### src/rtl/pc_pkg.sv
// rtl/pc_pkg.sv - shared select encoding and helpers for the program-counter unit
package pc_pkg;

  localparam logic [2:0] SEL_WR   = 3'd0;
  localparam logic [2:0] SEL_RET  = 3'd1;
  localparam logic [2:0] SEL_CALL = 3'd2;
  localparam logic [2:0] SEL_BR   = 3'd3;
  localparam logic [2:0] SEL_SEQ  = 3'd4;

  function automatic int clog2(input int n);
    int r;
    r = 0;
    for (int i = 0; i < 32; i++) begin
      if ((1 << r) < n) r = r + 1;
    end
    return r;
  endfunction

endpackage

### src/rtl/pc_ras.sv
// rtl/pc_ras.sv - circular return-address stack; a push when full overwrites the oldest entry
module pc_ras
  import pc_pkg::*;
#(
  parameter int WIDTH = 32,
  parameter int DEPTH = 4
) (
  input  logic             clk,
  input  logic             reset,
  input  logic             push,
  input  logic             pop,
  input  logic [WIDTH-1:0] push_data,
  output logic [WIDTH-1:0] top,
  output logic             empty,
  output logic             full,
  output logic             overflow,
  output logic             underflow
);

  localparam int PW = clog2(DEPTH);

  logic [WIDTH-1:0] r_mem [DEPTH];
  logic [PW-1:0]    r_ptr;
  logic [PW:0]      r_cnt;
  logic [PW-1:0]    w_top_idx;

  // r_ptr names the next free slot, so the newest entry sits one below it
  assign w_top_idx = r_ptr - PW'(1);
  assign top       = r_mem[w_top_idx];
  assign empty     = (r_cnt == '0);
  assign full      = (r_cnt == (PW+1)'(DEPTH));
  assign overflow  = push & full;
  assign underflow = pop & empty;

  always_ff @(posedge clk or negedge reset) begin
    if (!reset) begin
      r_ptr <= '0;
      r_cnt <= '0;
    end else if (push) begin
      r_ptr <= r_ptr + PW'(1);
      if (!full) r_cnt <= r_cnt + (PW+1)'(1);
    end else if (pop && !empty) begin
      r_ptr <= r_ptr - PW'(1);
      r_cnt <= r_cnt - (PW+1)'(1);
    end
  end

  always_ff @(posedge clk) begin
    if (push) r_mem[r_ptr] <= push_data;
  end

endmodule

### src/rtl/pc_unit.sv
// rtl/pc_unit.sv - fetch program counter with return-address stack and alignment check
module pc_unit
  import pc_pkg::*;
#(
  parameter int               WIDTH     = 32,
  parameter int               STEP      = 4,
  parameter logic [WIDTH-1:0] RESET_VEC = '0,
  parameter int               RAS_DEPTH = 4
) (
  input  logic             clk,
  input  logic             reset,
  input  logic             mod_en,
  input  logic             we,
  input  logic [WIDTH-1:0] wd,
  input  logic             ib,
  input  logic [WIDTH-1:0] bv,
  input  logic             call,
  input  logic             ret,
  output logic [WIDTH-1:0] iaddrout,
  output logic             ras_empty,
  output logic             ras_full,
  output logic             ras_err,
  output logic             misalign
);

  localparam logic [WIDTH-1:0] STEP_W = WIDTH'(STEP);
  localparam logic [WIDTH-1:0] MASK_W = STEP_W - WIDTH'(1);

  logic [WIDTH-1:0] r_ctr;
  logic [WIDTH-1:0] r_iaddr;
  logic             r_err;
  logic             r_misalign;

  logic [2:0]       w_sel;
  logic [WIDTH-1:0] w_seq;
  logic [WIDTH-1:0] w_br;
  logic [WIDTH-1:0] w_next;
  logic [WIDTH-1:0] w_top;
  logic             w_push;
  logic             w_pop;
  logic             w_ovf;
  logic             w_udf;
  logic             w_conflict;

  assign w_seq = r_ctr + STEP_W;
  assign w_br  = r_ctr + bv;

  always_comb begin
    w_sel = SEL_SEQ;
    if (we)        w_sel = SEL_WR;
    else if (ret)  w_sel = SEL_RET;
    else if (call) w_sel = SEL_CALL;
    else if (ib)   w_sel = SEL_BR;
  end

  always_comb begin
    w_next = w_seq;
    case (w_sel)
      SEL_WR:   w_next = wd;
      SEL_RET:  w_next = ras_empty ? w_seq : w_top;
      SEL_CALL: w_next = w_br;
      SEL_BR:   w_next = w_br;
      default:  w_next = w_seq;
    endcase
  end

  // the stack only moves on enabled updates, so a stall cannot leak a push or pop
  assign w_push     = mod_en & (w_sel == SEL_CALL);
  assign w_pop      = mod_en & (w_sel == SEL_RET);
  assign w_conflict = mod_en & call & ret & ~we;

  pc_ras #(
    .WIDTH (WIDTH),
    .DEPTH (RAS_DEPTH)
  ) u_ras (
    .clk       (clk),
    .reset     (reset),
    .push      (w_push),
    .pop       (w_pop),
    .push_data (w_seq),
    .top       (w_top),
    .empty     (ras_empty),
    .full      (ras_full),
    .overflow  (w_ovf),
    .underflow (w_udf)
  );

  always_ff @(posedge clk or negedge reset) begin
    if (!reset) begin
      r_ctr      <= RESET_VEC;
      r_iaddr    <= RESET_VEC;
      r_err      <= 1'b0;
      r_misalign <= 1'b0;
    end else if (mod_en) begin
      r_iaddr    <= r_ctr;
      r_ctr      <= w_next;
      r_misalign <= |(w_next & MASK_W);
      if (w_ovf || w_udf || w_conflict) r_err <= 1'b1;
    end
  end

  assign iaddrout = r_iaddr;
  assign ras_err  = r_err;
  assign misalign = r_misalign;

endmodule

### config.mk
export PLATFORM = sky130hd
export DESIGN_NAME = pc_unit
export DESIGN_NICKNAME = d
export VERILOG_FILES = /design/src/rtl/pc_pkg.sv /design/src/rtl/pc_ras.sv /design/src/rtl/pc_unit.sv
export SDC_FILE = /design/constraint.sdc
export NUM_CORES = 1
export LEC_CHECK = 0
export ABC_CLOCK_PERIOD_IN_PS = 5300
export BUFFER_PORTS_ARGS = -buffer_cell sky130_fd_sc_hd__buf_4
export CORE_MARGIN = 2
export CORE_UTILIZATION = 50
export DETAILED_ROUTE_END_ITERATION = 12
export PLACE_DENSITY = 0.69
export SLEW_MARGIN = 40
export SYNTH_ARGS = -nofsm -noshare
export SYNTH_HDL_FRONTEND = slang
export SYNTH_SLANG_ARGS = --single-unit
### constraint.sdc
create_clock -name clk -period 5.3 [get_ports clk]
set_input_delay 1.06 -clock clk [delete_from_list [all_inputs] [get_ports clk]]
set_output_delay 1.06 -clock clk [all_outputs]
set_load 0.02 [all_outputs]
==> summary.log, run 1 <==
INFO  clocking       cts_made_buffers=17
INFO  timing         maxSlewViolCount=0
INFO  pwr            clockPowerShare=0.210
INFO  worst_setup_path timing.critical_path.fanout_max=3
INFO  pwr            power.static_leakage=4.78nW
INFO  global_routing globalRouteTotalUtil=0.253
INFO  routing        wire_per_inst=21.6µm
INFO  timing         setup-violations-final=0
INFO  placed_design  place.port_buffers=106
INFO  pwr            power_report.internal_total=3.78mW
INFO  synth          post_synth_arst_share=0.357
INFO  placed_design  detailedPlacementHpwl=20100µm
INFO  final_layout   fillerInstances=1769
INFO  global_routing grt_busiest_layer=met1
INFO  synth          synth_top_cell_by_area=edfxtp_1
INFO  timing         maxSlewHeadroom=0.463
INFO  clocking       clk_root_buffer_cell=clkbuf_16
INFO  worst_setup_path max_stage_delay=0.45ns
INFO  clocking       cts.repair.resized=0
INFO  worst_setup_path path_class=input pin to flip-flop
INFO  final_layout   fin_nets=1131
INFO  synth          yosys_most_used_dff=edfxtp_1
INFO  synth          yosysMostFrequentCell=edfxtp_1
INFO  synth          synth_seq_area_share=0.516
INFO  die            design.die.area=23000µm²
INFO  final_layout   finish.instance_area=12500µm²
INFO  timing         tightestPinTransition=0.805ns
INFO  placed_design  placed_cell_area=11900µm²
INFO  global_routing grt_util_met3=0.0380
INFO  synth          cell_types_occupying_the_most_area_after_synthesis=edfxtp_1 (35%), dfrtp_1 (16%), mux4_2 (6.6%)
INFO  worst_setup_path cp_cell_sequence=buf_4 -> ha_1 -> fa_1 -> a211oi_1 -> o21ai_1 -> a211oi_1 -> nor4_1 -> o21ai_1 -> mux2_2 -> o22ai_1
INFO  clocking       clock_slew_at_the_register_clock_pins_of_the_worst_setup_and_hold_paths=0.08ns
INFO  timing         final.min_clock_period=3.38ns
INFO  worst_setup_path count_of_buffering_cells_on_the_critical_path_with_inverters_included=1
INFO  clocking       cts.hold.buffers_added=0
INFO  timing         clock_skews=0.0112ns
INFO  routing        detailedRoute.firstPassIterationCount=6
INFO  timing         achievable-frequency=0.296GHz
INFO  global_routing grt_antenna_before_repair=0
INFO  global_routing grt_pass1_vias=7748
INFO  worst_setup_path worst-endpoint-required=5.67ns
INFO  timing         setup_total_negative_slack=0ns
INFO  timing         rsz0062_at_grt=no
INFO  global_routing grt.met1_usage=0.385
INFO  routing        detail-route-antenna-nets=0
INFO  pwr            netSwitchingFraction=0.401
INFO  die            initial_utilization=0.513
INFO  synth          synth_edf_count=128
INFO  routing        via_per_inst=6.24
INFO  worst_setup_path cp.arrival=3.75ns
INFO  timing         whs=0.483ns
INFO  synth          synth-warning-count=0
INFO  timing         finalHoldViolations=0
INFO  pwr            power.combinational.fraction=0.421
INFO  pwr            pwr-share-seq=0.370
INFO  synth          netlist_instances=940
INFO  outcome        outcome=complete, no violations
INFO  pwr            power_per_cell_area=504nW/µm²
INFO  final_layout   area_growth=15.0%
INFO  final_layout   post_route_cells_drive_above_1_share=0.222
INFO  synth          syn_area_per_cell=11.6µm²
INFO  clocking       cts_buffer_depth=2
INFO  worst_setup_path worst_path_dominant_cell_family=compound AO/OA/AOI/OAI gates
INFO  global_routing gr-total-overflow=0
INFO  job            maxCapViolCount=0
INFO  final_layout   post-route-util=0.590
INFO  global_routing maximum_number_of_pins_on_one_net_before_global_route_repair=79
INFO  clocking       clock_tree.htree_level_count=4
INFO  die            die_height=152µm
INFO  clocking       postCtsSetupRepairBufs=0
INFO  worst_hold_path hold_class=flip-flop to flip-flop
INFO  worst_setup_path crit_slowest_cell=a211oi_1
INFO  synth          synthDistinctLibCells=68
INFO  clocking       cts.sinks=199
INFO  die            coreArea=21200µm²
INFO  clocking       clock_tree_from_tritoncts=yes
INFO  synth          syn-num-nets=1049
INFO  die            ioPinCount=107
INFO  synth          syn-cell-area=10900µm²
INFO  pwr            total_switching_power=2.53mW
INFO  worst_setup_path end_kind=flip-flop
INFO  routing        wirelength=28300µm
INFO  final_layout   antenna-diode-count=0
INFO  global_routing wire_length_of_the_first_global_routing_pass=43600µm
INFO  placed_design  gp_congestion=0.876
INFO  die            floorplan.rows=53
INFO  clocking       clock_insertion_delay_worst_skew=0.45ns
INFO  die            die_w=152µm
INFO  synth          synth.cells.most_frequent=edfxtp_1 (128), nand2_1 (85), dfrtp_1 (71), nor2_1 (68), a21oi_1 (62)
INFO  global_routing met2_usage=0.373
INFO  worst_setup_path start_kind=input pin
INFO  synth          synth_seq_cells=199
INFO  routing        drc=0
INFO  synth          synthDominantCellAreaShare=0.353
INFO  routing        vias=8180
INFO  timing         layout_worst_path_cycle_share=0.638
INFO  pwr            ir_drop=0.225mV
INFO  routing        drt-initial-drc-count=1037
==> cells in the final DEF (no fill, tap or decap), drive strengths merged, types with 4 or more instances in the layout <==
cell | Yosys | routed
a221o | 7 | 7
and3 | 14 | 14
ha | 36 | 36
edfxtp | 128 | 128
mux4 | 32 | 32
mux2i | 6 | 6
a211oi | 7 | 7
nand4 | 18 | 18
nand3 | 25 | 25
nor3 | 13 | 13
dfrtp | 71 | 71
a31oi | 9 | 9
a22oi | 9 | 9
nand2 | 85 | 85
o21ai | 64 | 64
clkinv | 0 | 6
xor2 | 28 | 28
mux2 | 35 | 35
nor4 | 5 | 5
a21oi | 62 | 62
a221oi | 12 | 12
a222oi | 8 | 8
o22ai | 7 | 7
or3 | 5 | 5
clkbuf | 35 | 17
and2 | 8 | 8
a21o | 7 | 7
o31ai | 6 | 6
xnor2 | 29 | 29
nor2 | 68 | 68
o211ai | 15 | 15
inv | 23 | 30
o21a | 4 | 4
buf | 20 | 118
==> sequential cells by signal (all words and copies together), names as in the netlist <==
name and count:
u_ras.r_mem 128, misalign 1, r_ctr 32, u_ras.r_ptr 2
iaddrout 32, u_ras.r_cnt 3, ras_err 1
==> through the flow <==
stage | instances | total power, mW | setup WS (ns)
final | 1310 | 6.31 | 1.92
after global routing | 1310 | 6.67 | 1.80
after CTS | 1310 | 6.30 | 1.97
after detailed placement | 1278 | 4.98 | 1.50
after global placement | 1278 | 4.94 | 1.55
after floorplan | 940 | 4.16 | 1.95
==> metal layers <==
layer  vias up  share of wire  routed length (µm)
met5         -              0                   0
met2       381           0.44               12400
li1       3768              -                   -
met3        48          0.084                2370
met4         0          0.025                 699
met1      3983           0.45               12800
==> final cells by class <==
cell class,count,area [µm²],share of cell area
inverter,23,86.3,0.00690
tap,275,344,0.0275
clock buffer,17,425,0.0340
timing repair buffer,118,893,0.0714
multi-input combinational,663,4970,0.397
clock inverter,15,180,0.0144
sequential,199,5620,0.449
==> kinds of logic (layout without fill, tap and decap cells) <==
group,count (synthesis),count (layout),share of synthesized area
adders and majority gates,38,38,0.0451
DFF,199,199,0.516
and+or+nand+nor,253,253,0.111
AOI/OAI and AO/OA,242,242,0.145
xor gates and xnor gates,57,57,0.0459
buffers and inverters,78,173,0.0286
muxes,73,73,0.108
==> power by group through the flow <==
stage | Combinational, mW | Sequential (mW) | Clock [mW]
after floorplan | 1.84 | 2.32 | 0
after global placement | 2.60 | 2.35 | 0
after detailed placement | 2.62 | 2.36 | 0
after CTS | 2.64 | 2.32 | 1.33
after global routing | 2.91 | 2.37 | 1.39
final | 2.66 | 2.33 | 1.32
==> tightest hold or removal path, cell delays in order, from the launching register on <==
cell and delay [ns]:
dfrtp_1 0.36, inv_1 0.04, o31ai_1 0.05
==> path summary, 6_finish.rpt <==
| check | from | endpoint | slack (ns) | cells after the start |
|---|---|---|---|---|
| min in group asynchronous | reset | misalign | 0.64 | 1 |
| min | ras_err | ras_err | 0.48 | 2 |
| min reg2reg | ras_err | ras_err | 0.48 | 2 |
| max reg2reg | r_ctr[0] | r_ctr[26] | 2.11 | 9 |
| max in group asynchronous | reset | u_ras.r_ptr[0] | 4.15 | 1 |
| max | bv[0] | r_ctr[26] | 1.92 | 10 |
No activity file was read; power rests on OpenSTA's default activity.
==> run 2, diff against run 1 <==
--- a/config.mk
+++ b/config.mk
@@ -5,12 +5,13 @@
 export SDC_FILE = /design/constraint.sdc
 export NUM_CORES = 1
 export LEC_CHECK = 0
-export ABC_CLOCK_PERIOD_IN_PS = 5300
+export ABC_AREA = 1
+export ABC_CLOCK_PERIOD_IN_PS = 2900
 export BUFFER_PORTS_ARGS = -buffer_cell sky130_fd_sc_hd__buf_4
 export CORE_MARGIN = 2
 export CORE_UTILIZATION = 50
 export DETAILED_ROUTE_END_ITERATION = 12
-export PLACE_DENSITY = 0.69
+export PLACE_DENSITY = 0.71
 export SLEW_MARGIN = 40
 export SYNTH_ARGS = -nofsm -noshare
 export SYNTH_HDL_FRONTEND = slang
==> constraint.sdc (replaced) <==
create_clock -name clk -period 2.9 [get_ports clk]
set_input_delay 0.58 -clock clk [delete_from_list [all_inputs] [get_ports clk]]
set_output_delay 0.58 -clock clk [all_outputs]
set_load 0.02 [all_outputs]
==> run 2 against run 1 <==
Net effect: first-iteration DRC count rose by 9.5%; worst setup slack got worse by 1.6 ns; cell count rose by 56%; synthesized area rose by 12%; utilization fell by 1.1 points; sequential power rose by 70%; flip-flop and latch count did not move; critical path depth fell by 5; critical endpoint is now ras_empty; largest cell class unchanged.
==> summary.log, run 2 <==
INFO  outcome        outcome=complete, no violations
INFO  timing         setup_total_negative_slack=0ns [unchanged]
INFO  clocking       cts_made_buffers=17 [unchanged]
INFO  die            die_w=160µm [+5.6%]
INFO  routing        via_per_inst=5.43 [-13%]
INFO  routing        detail-route-antenna-nets=0 [unchanged]
INFO  global_routing globalRouteTotalUtil=0.281 [+0.0276]
INFO  synth          synthDistinctLibCells=52 [-24%]
INFO  final_layout   fillerInstances=2279 [+29%]
INFO  placed_design  detailedPlacementHpwl=26400µm [+31%]
INFO  pwr            power.static_leakage=6.64nW [+39%]
INFO  global_routing wire_length_of_the_first_global_routing_pass=55300µm [+27%]
INFO  synth          netlist_instances=1601 [+70%]
INFO  routing        wire_per_inst=17.6µm [-18%]
INFO  clocking       clock_tree_from_tritoncts=yes
INFO  placed_design  placed_cells=2007 [+57%]
INFO  synth          synth_seq_cells=199 [unchanged]
INFO  die            die_height=160µm [+5.6%]
INFO  final_layout   final-seq-area=5620µm² [unchanged]
INFO  final_layout   antenna-diode-count=0 [unchanged]
INFO  pwr            ir_drop=0.628mV [+180%]
INFO  synth          synth_top_cell_by_area=edfxtp_1
INFO  die            floorplan.rows=57 [+7.5%]
INFO  global_routing gr-total-overflow=0 [unchanged]
INFO  worst_setup_path worst-endpoint-required=2.32ns [-3.35 ns]
INFO  timing         maxSlewHeadroom=0.521 [+0.0579]
INFO  pwr            power_per_cell_area=835nW/µm² [+66%]
INFO  job            maxCapViolCount=0 [unchanged]
INFO  synth          yosysMostFrequentCell=nand2_1
INFO  clocking       clock_insertion_delay_worst_skew=0.45ns [about the same]
INFO  die            coreArea=24100µm² [+14%]
INFO  synth          post_synth_arst_share=0.357 [unchanged]
INFO  timing         setup_slack=0.345ns [-1.57 ns]
INFO  synth          synth_seq_area_share=0.462 [-0.0542]
INFO  clocking       cts.sinks=199 [unchanged]
INFO  clocking       clock_slew_at_the_register_clock_pins_of_the_worst_setup_and_hold_paths=0.08ns [about the same]
INFO  worst_setup_path end_kind=output port
INFO  synth          synth.cells.most_frequent=nand2_1 (580), inv_1 (186), nor2_1 (146), edfxtp_1 (128), nand3_1 (112)
INFO  die            design.die.area=25600µm² [+11%]
INFO  clocking       clk_root_buffer_cell=clkbuf_16
INFO  global_routing maximum_number_of_pins_on_one_net_before_global_route_repair=101 [+28%]
INFO  routing        detailedRoute.firstPassIterationCount=5 [-1]
INFO  synth          syn-num-nets=1710 [+63%]
INFO  routing        wirelength=36000µm [+27%]
INFO  clocking       cts_buffer_depth=2 [unchanged]
INFO  final_layout   area_growth=14.7%
INFO  global_routing grt_antenna_before_repair=0 [unchanged]
INFO  final_layout   top_register=u_ras.r_mem
INFO  clocking       postCtsSetupRepairBufs=0 [unchanged]
INFO  routing        vias=11100 [+35%]
INFO  worst_setup_path start_kind=flip-flop
INFO  timing         tightestPinTransition=0.719ns [-0.0869 ns]
INFO  worst_hold_path hold_class=input pin to async pin
INFO  timing         setup-violations-final=0 [unchanged]
INFO  final_layout   post_route_cells_drive_above_1_share=0.129 [-0.0928]
INFO  clocking       cts.hold.buffers_added=0 [unchanged]
INFO  timing         achievable-frequency=0.391GHz
INFO  timing         clock_skews=0.0119ns [+0.000699 ns]
INFO  timing         maxSlewViolCount=0 [unchanged]
INFO  final_layout   fin_nets=1811 [+60%]
INFO  placed_design  dp_worst_setup_slack=0.302ns [-1.20 ns]
INFO  final_layout   layout_common_cells=nand2_1 (580), inv_1 (185), nor2_1 (142)
INFO  die            initial_utilization=0.505 [-0.00840]
INFO  clocking       clock_tree.htree_level_count=4 [unchanged]
INFO  placed_design  place.port_buffers=106 [unchanged]
INFO  worst_setup_path cp.arrival=1.98ns [-1.77 ns]
INFO  synth          syn-cell-area=12200µm² [+12%]
INFO  clocking       cts.repair.resized=0 [unchanged]
INFO  routing        drt-initial-drc-count=1135 [+9.5%]
INFO  synth          synthDominantCellAreaShare=0.316 [-0.0371]
INFO  synth          synth-warning-count=0 [unchanged]
INFO  placed_design  gp_congestion=1.00 [+14%]
INFO  die            ioPinCount=107 [unchanged]
INFO  worst_setup_path timing.critical_path.fanout_max=10 [+7]
INFO  synth          yosys_most_used_dff=edfxtp_1
INFO  synth          syn_area_per_cell=7.60µm² [-34%]
INFO  pwr            finalPower=11.7mW [+85%]
INFO  worst_setup_path path_class=flip-flop to output port
INFO  timing         final.min_clock_period=2.56ns
INFO  final_layout   area_of_combinational_cells_with_multiple_inputs=5580µm² [+12%]
INFO  timing         layout_worst_path_cycle_share=0.881
INFO  final_layout   layoutNonFillerInstCount=2039 [+56%]
INFO  final_layout   final_common_cell=nand2_1
INFO  timing         rsz0062_at_grt=no
INFO  synth          synth_edf_count=128 [unchanged]
INFO  synth          cell_types_occupying_the_most_area_after_synthesis=edfxtp_1 (32%), nand2_1 (18%), dfrtp_1 (15%)
INFO  timing         finalHoldViolations=0 [unchanged]
INFO  routing        drc=0 [unchanged]
INFO  global_routing grt_pass1_vias=10200 [+32%]
INFO  final_layout   flip_flop_count_of_the_largest_register_after_layout=128 [unchanged]
run 2: changes by cell type after synthesis, moves of 17 or more:
| cell | previous run | this run |
|---|---|---|
| mux4_2 | 32 | 0 |
| inv_1 | 22 | 186 |
| o21ai_0 | 57 | 80 |
| xor2_1 | 28 | 11 |
| nand3_1 | 25 | 112 |
| xnor2_1 | 29 | 5 |
| mux2_2 | 33 | 1 |
| nor2_1 | 68 | 146 |
| nand2_1 | 85 | 580 |
run 2: area by class of cell:
cell class              count  area share
inverters                 191      0.0514
repair buffers            134      0.0730
multi-input cells        1159       0.400
flip-flops and latches    199       0.403
well taps                 324      0.0291
clock inverters            14      0.0122
clock buffers              18      0.0315
run 2: worst max-delay path: stages (launching register included):
cell and delay (ns):
dfrtp_1 0.46, nor2_1 0.12, nand2_1 0.08, inv_1 0.43, buf_4 0.28, buf_4 0.16
run 2: kinds of logic after synthesis:
logic type | count (synthesis) | share of synthesized area
fa+ha+maj | 38 | 0.0403
buf+inv | 243 | 0.0802
compound gates | 199 | 0.0922
flops | 199 | 0.462
simple gates | 901 | 0.308
xor+xnor | 18 | 0.0142
mux | 3 | 0.00257
run 2: report_power, final:
group	switching, mW	leakage, nW	internal, mW	total (mW)
clock	1.23	0.298	1.20	2.43
combinational	3.50	4.31	1.75	5.26
sequential	0.447	2.04	3.52	3.97
run 2: final timing paths:
kind,startpoint,end,slack [ns],cells after the start
min in group clk,u_ras.r_cnt[2],u_ras.r_cnt[2],0.47,1
max in group asynchronous,reset,iaddrout[15],1.99,2
setup / recovery,u_ras.r_cnt[0],ras_empty,0.34,5
hold reg to reg,u_ras.r_cnt[2],u_ras.r_cnt[2],0.47,1
hold / removal,reset,u_ras.r_cnt[1],0.14,1
setup reg to reg,r_ctr[0],r_ctr[16],0.48,13
run 2: routing by layer:
layer / global-route usage / part of all wire / routed length, µm
met5: 0 / 0 / 0
met4: 0.0991 / 0.028 / 1010
met3: 0.0325 / 0.079 / 2830
met2: 0.452 / 0.46 / 16600
met1: 0.396 / 0.43 / 15500
run 2: through the flow:
step / util / hold slack, ns / instance area [µm²]
2_1_floorplan: - / 0.284 / 12200
3_3_place_gp: 0.554 / 0.458 / 13300
3_5_place_dp: 0.554 / 0.461 / 13300
4_1_cts: 0.579 / 0.180 / 14000
5_1_grt: 0.579 / 0.195 / 14000
6_report: 0.579 / 0.144 / 14000
==> run 3, diff against run 2 <==
--- a/config.mk
+++ b/config.mk
@@ -10,8 +10,9 @@
 export BUFFER_PORTS_ARGS = -buffer_cell sky130_fd_sc_hd__buf_4
 export CORE_MARGIN = 2
 export CORE_UTILIZATION = 50
+export CTS_CLUSTER_DIAMETER = 200
 export DETAILED_ROUTE_END_ITERATION = 12
-export PLACE_DENSITY = 0.71
+export PLACE_DENSITY_LB_ADDON = 0.3
 export SLEW_MARGIN = 40
 export SYNTH_ARGS = -nofsm -noshare
 export SYNTH_HDL_FRONTEND = slang
==> run 3 against run 2 <==
Net effect: clock-buffer cell count shrank 1; cell count fell by 0.15%; worst setup slack worse by 0.043 ns; die area is the same; total power is 0.82% lower; first-iteration DRC count decreased by 9.1%; clock skew increased by 0.0035 ns; clock power is 2% lower; fmax fell by 1.7%; flip-flop and latch count is the same; critical path depth did not move; critical path type unchanged; largest power group unchanged.
==> summary.log, run 3 (synthesized netlist as in run 2, its figures left out) <==
INFO  outcome        outcome=complete, no violations
INFO  pwr            ir_drop=0.377mV [-40%]
INFO  worst_setup_path crit-reg2reg-launch=r_ctr[0]
INFO  placed_design  gp_congestion=1.01 [+0.38%]
INFO  job            maxCapViolCount=0 [unchanged]
INFO  die            floorplan.rows=57 [unchanged]
INFO  global_routing maximum_number_of_pins_on_one_net_before_global_route_repair=101 [unchanged]
INFO  final_layout   fin_nets=1808 [-0.17%]
INFO  global_routing grt.met1_usage=0.397 [+0.000886]
INFO  routing        vias=10900 [-1.5%]
INFO  global_routing grt_busiest_layer=met2
INFO  routing        drc=0 [unchanged]
INFO  global_routing grt_pass1_vias=10400 [+1.3%]
INFO  timing         setup_total_negative_slack=0ns [unchanged]
INFO  pwr            power.combinational.fraction=0.452 [about the same]
INFO  die            die_w=160µm [unchanged]
INFO  routing        wirelength=35400µm [-1.5%]
INFO  worst_setup_path worst-endpoint-required=2.32ns [about the same]
INFO  clocking       clock_tree_from_tritoncts=yes
INFO  die            initial_utilization=0.505 [unchanged]
INFO  routing        wire_per_inst=17.4µm [-1.3%]
INFO  final_layout   final_common_cell=nand2_1
INFO  worst_setup_path end_kind=output port
INFO  worst_setup_path critical-path-top-cell-by-count=buf_4
INFO  clocking       clk_root_buffer_cell=clkbuf_16
INFO  clocking       postCtsSetupRepairBufs=0 [unchanged]
INFO  worst_setup_path count_of_buffering_cells_on_the_critical_path_with_inverters_included=3 [unchanged]
INFO  routing        detail-route-antenna-nets=0 [unchanged]
INFO  placed_design  place.port_buffers=106 [unchanged]
INFO  clocking       cts_buffer_depth=2 [unchanged]
INFO  worst_setup_path path_class=flip-flop to output port
INFO  worst_setup_path cp.arrival=2.02ns [+0.04 ns]
INFO  die            design.die.area=25600µm² [unchanged]
INFO  clocking       cts.repair.resized=0 [unchanged]
INFO  final_layout   fillerInstances=2295 [+0.70%]
INFO  timing         tightestPinTransition=0.757ns [+0.0386 ns]
INFO  timing         layout_worst_path_cycle_share=0.896 [+0.0149]
INFO  worst_setup_path crit_slowest_cell=dfrtp_1
INFO  pwr            clockPowerShare=0.206 [-0.003]
INFO  routing        via_per_inst=5.36 [-1.4%]
INFO  global_routing grt_antenna_before_repair=0 [unchanged]
INFO  global_routing met2_usage=0.444 [-0.00866]
INFO  final_layout   area_growth=14.6%
INFO  timing         setup_slack=0.302ns [-0.0431 ns]
INFO  global_routing globalRouteTotalUtil=0.282 [+0.000587]
INFO  worst_setup_path worst_r2r_path_depth=13 [unchanged]
INFO  die            ioPinCount=107 [unchanged]
INFO  pwr            finalPower=11.6mW [-0.82%]
INFO  pwr            power_report.internal_total=6.43mW [-0.72%]
INFO  placed_design  dp_worst_setup_slack=0.299ns [-0.00331 ns]
INFO  clocking       cts_made_buffers=17 [unchanged]
INFO  routing        detailedRoute.firstPassIterationCount=5 [unchanged]
INFO  worst_setup_path timing.critical_path.fanout_max=23 [+13]
INFO  pwr            power.static_leakage=6.62nW [-0.31%]
INFO  timing         whs=0.104ns [-0.0403 ns]
INFO  timing         achievable-frequency=0.385GHz [-1.7%]
INFO  timing         maxSlewHeadroom=0.495 [-0.0257]
INFO  worst_setup_path max_stage_delay=0.46ns [about the same]
INFO  global_routing gr-total-overflow=0 [unchanged]
INFO  die            die_height=160µm [unchanged]
INFO  clocking       cts.sinks=199 [unchanged]
INFO  global_routing wire_length_of_the_first_global_routing_pass=55600µm [+0.65%]
INFO  timing         finalHoldViolations=0 [unchanged]
INFO  placed_design  detailedPlacementHpwl=26100µm [-1.2%]
INFO  timing         setup-violations-final=0 [unchanged]
INFO  pwr            power_per_cell_area=830nW/µm² [-0.69%]
INFO  final_layout   post-route-util=0.578 [-0.000778]
INFO  final_layout   top_register=u_ras.r_mem
INFO  pwr            netSwitchingFraction=0.444 [-0.000598]
INFO  die            coreArea=24100µm² [unchanged]
INFO  worst_setup_path start_kind=flip-flop
INFO  worst_setup_path regToRegEndpoint=r_ctr[16]
INFO  clocking       clock_slew_at_the_register_clock_pins_of_the_worst_setup_and_hold_paths=0.08ns [about the same]
INFO  worst_setup_path cp_cell_sequence=nor2_1 -> nand2_1 -> inv_1 -> buf_4 -> buf_4
INFO  clocking       cts.hold.buffers_added=0 [unchanged]
INFO  timing         clock_skews=0.0155ns [+0.00355 ns]
INFO  pwr            total_switching_power=5.14mW [-0.95%]
INFO  timing         rsz0062_at_grt=no
INFO  timing         final.min_clock_period=2.60ns [+0.0431 ns]
INFO  worst_hold_path hold_class=input pin to async pin
INFO  worst_setup_path worst_path_dominant_cell_family=buffers and inverters
INFO  final_layout   flip_flop_count_of_the_largest_register_after_layout=128 [unchanged]
INFO  final_layout   antenna-diode-count=0 [unchanged]
INFO  final_layout   post_route_cells_drive_above_1_share=0.127 [-0.00211]
INFO  global_routing grt_util_met3=0.0319 [-0.000519]
INFO  routing        drt-initial-drc-count=1032 [-9.1%]
INFO  clocking       clock_tree.htree_level_count=4 [unchanged]
INFO  pwr            pwr-share-seq=0.343 [+0.002]
INFO  clocking       clock_insertion_delay_worst_skew=0.44ns [about the same]
INFO  worst_setup_path critical_path.startpoint=u_ras.r_cnt[1]
INFO  worst_setup_path reg2reg_setup_slack=0.48ns [about the same]
INFO  timing         maxSlewViolCount=0 [unchanged]
INFO  final_layout   layout_common_cells=nand2_1 (580), inv_1 (185), nor2_1 (142)
-- run 3: layout make-up --
cell class	count	area (µm²)	share of cell area
Inverter	191	717	0.0514
Timing Repair Buffer	131	1010	0.0724
Sequential cell	199	5620	0.403
Clock inverter	15	175	0.0126
Clock buffer	17	425	0.0305
Tap cell	324	405	0.0291
Multi-Input combinational cell	1159	5580	0.401
-- run 3: routing by layer --
| layer | vias to the layer above | routed length [µm] | share of wire |
|---|---|---|---|
| li1 | 5360 | - | - |
| met1 | 5059 | 15700 | 0.44 |
| met2 | 414 | 16200 | 0.46 |
| met3 | 79 | 2170 | 0.061 |
| met4 | 0 | 1330 | 0.038 |
| met5 | - | 0 | 0 |
-- run 3: stage by stage --
stage               std cells  area [µm²]
finish                   2036       13900
global route             2036       13900
CTS                      2036       13900
detailed placement       2004       13300
global placement         2004       13300
floorplan                1601       12200
-- run 3: worst max-delay path by stage --
stage                                   end  slack [ns]  cells past startpoint
final                             ras_empty        0.30                      5
after floorplan           u_ras.r_mem[0][0]        0.06                      5
after global routing              ras_empty        0.19                      5
after CTS                         ras_empty        0.30                      5
after global placement            r_ctr[16]        0.33                     14
after detailed placement          r_ctr[16]        0.30                     14
-- run 3: power groups by stage --
stage / Clock, mW / Combinational [mW] / Sequential (mW)
floorplan: 0 / 3.46 / 4.01
global placement: 0 / 5.02 / 3.99
CTS: 2.41 / 5.17 / 3.94
global route: 2.52 / 5.83 / 4.00
detailed placement: 0 / 5.15 / 4.00
finish: 2.38 / 5.22 / 3.96
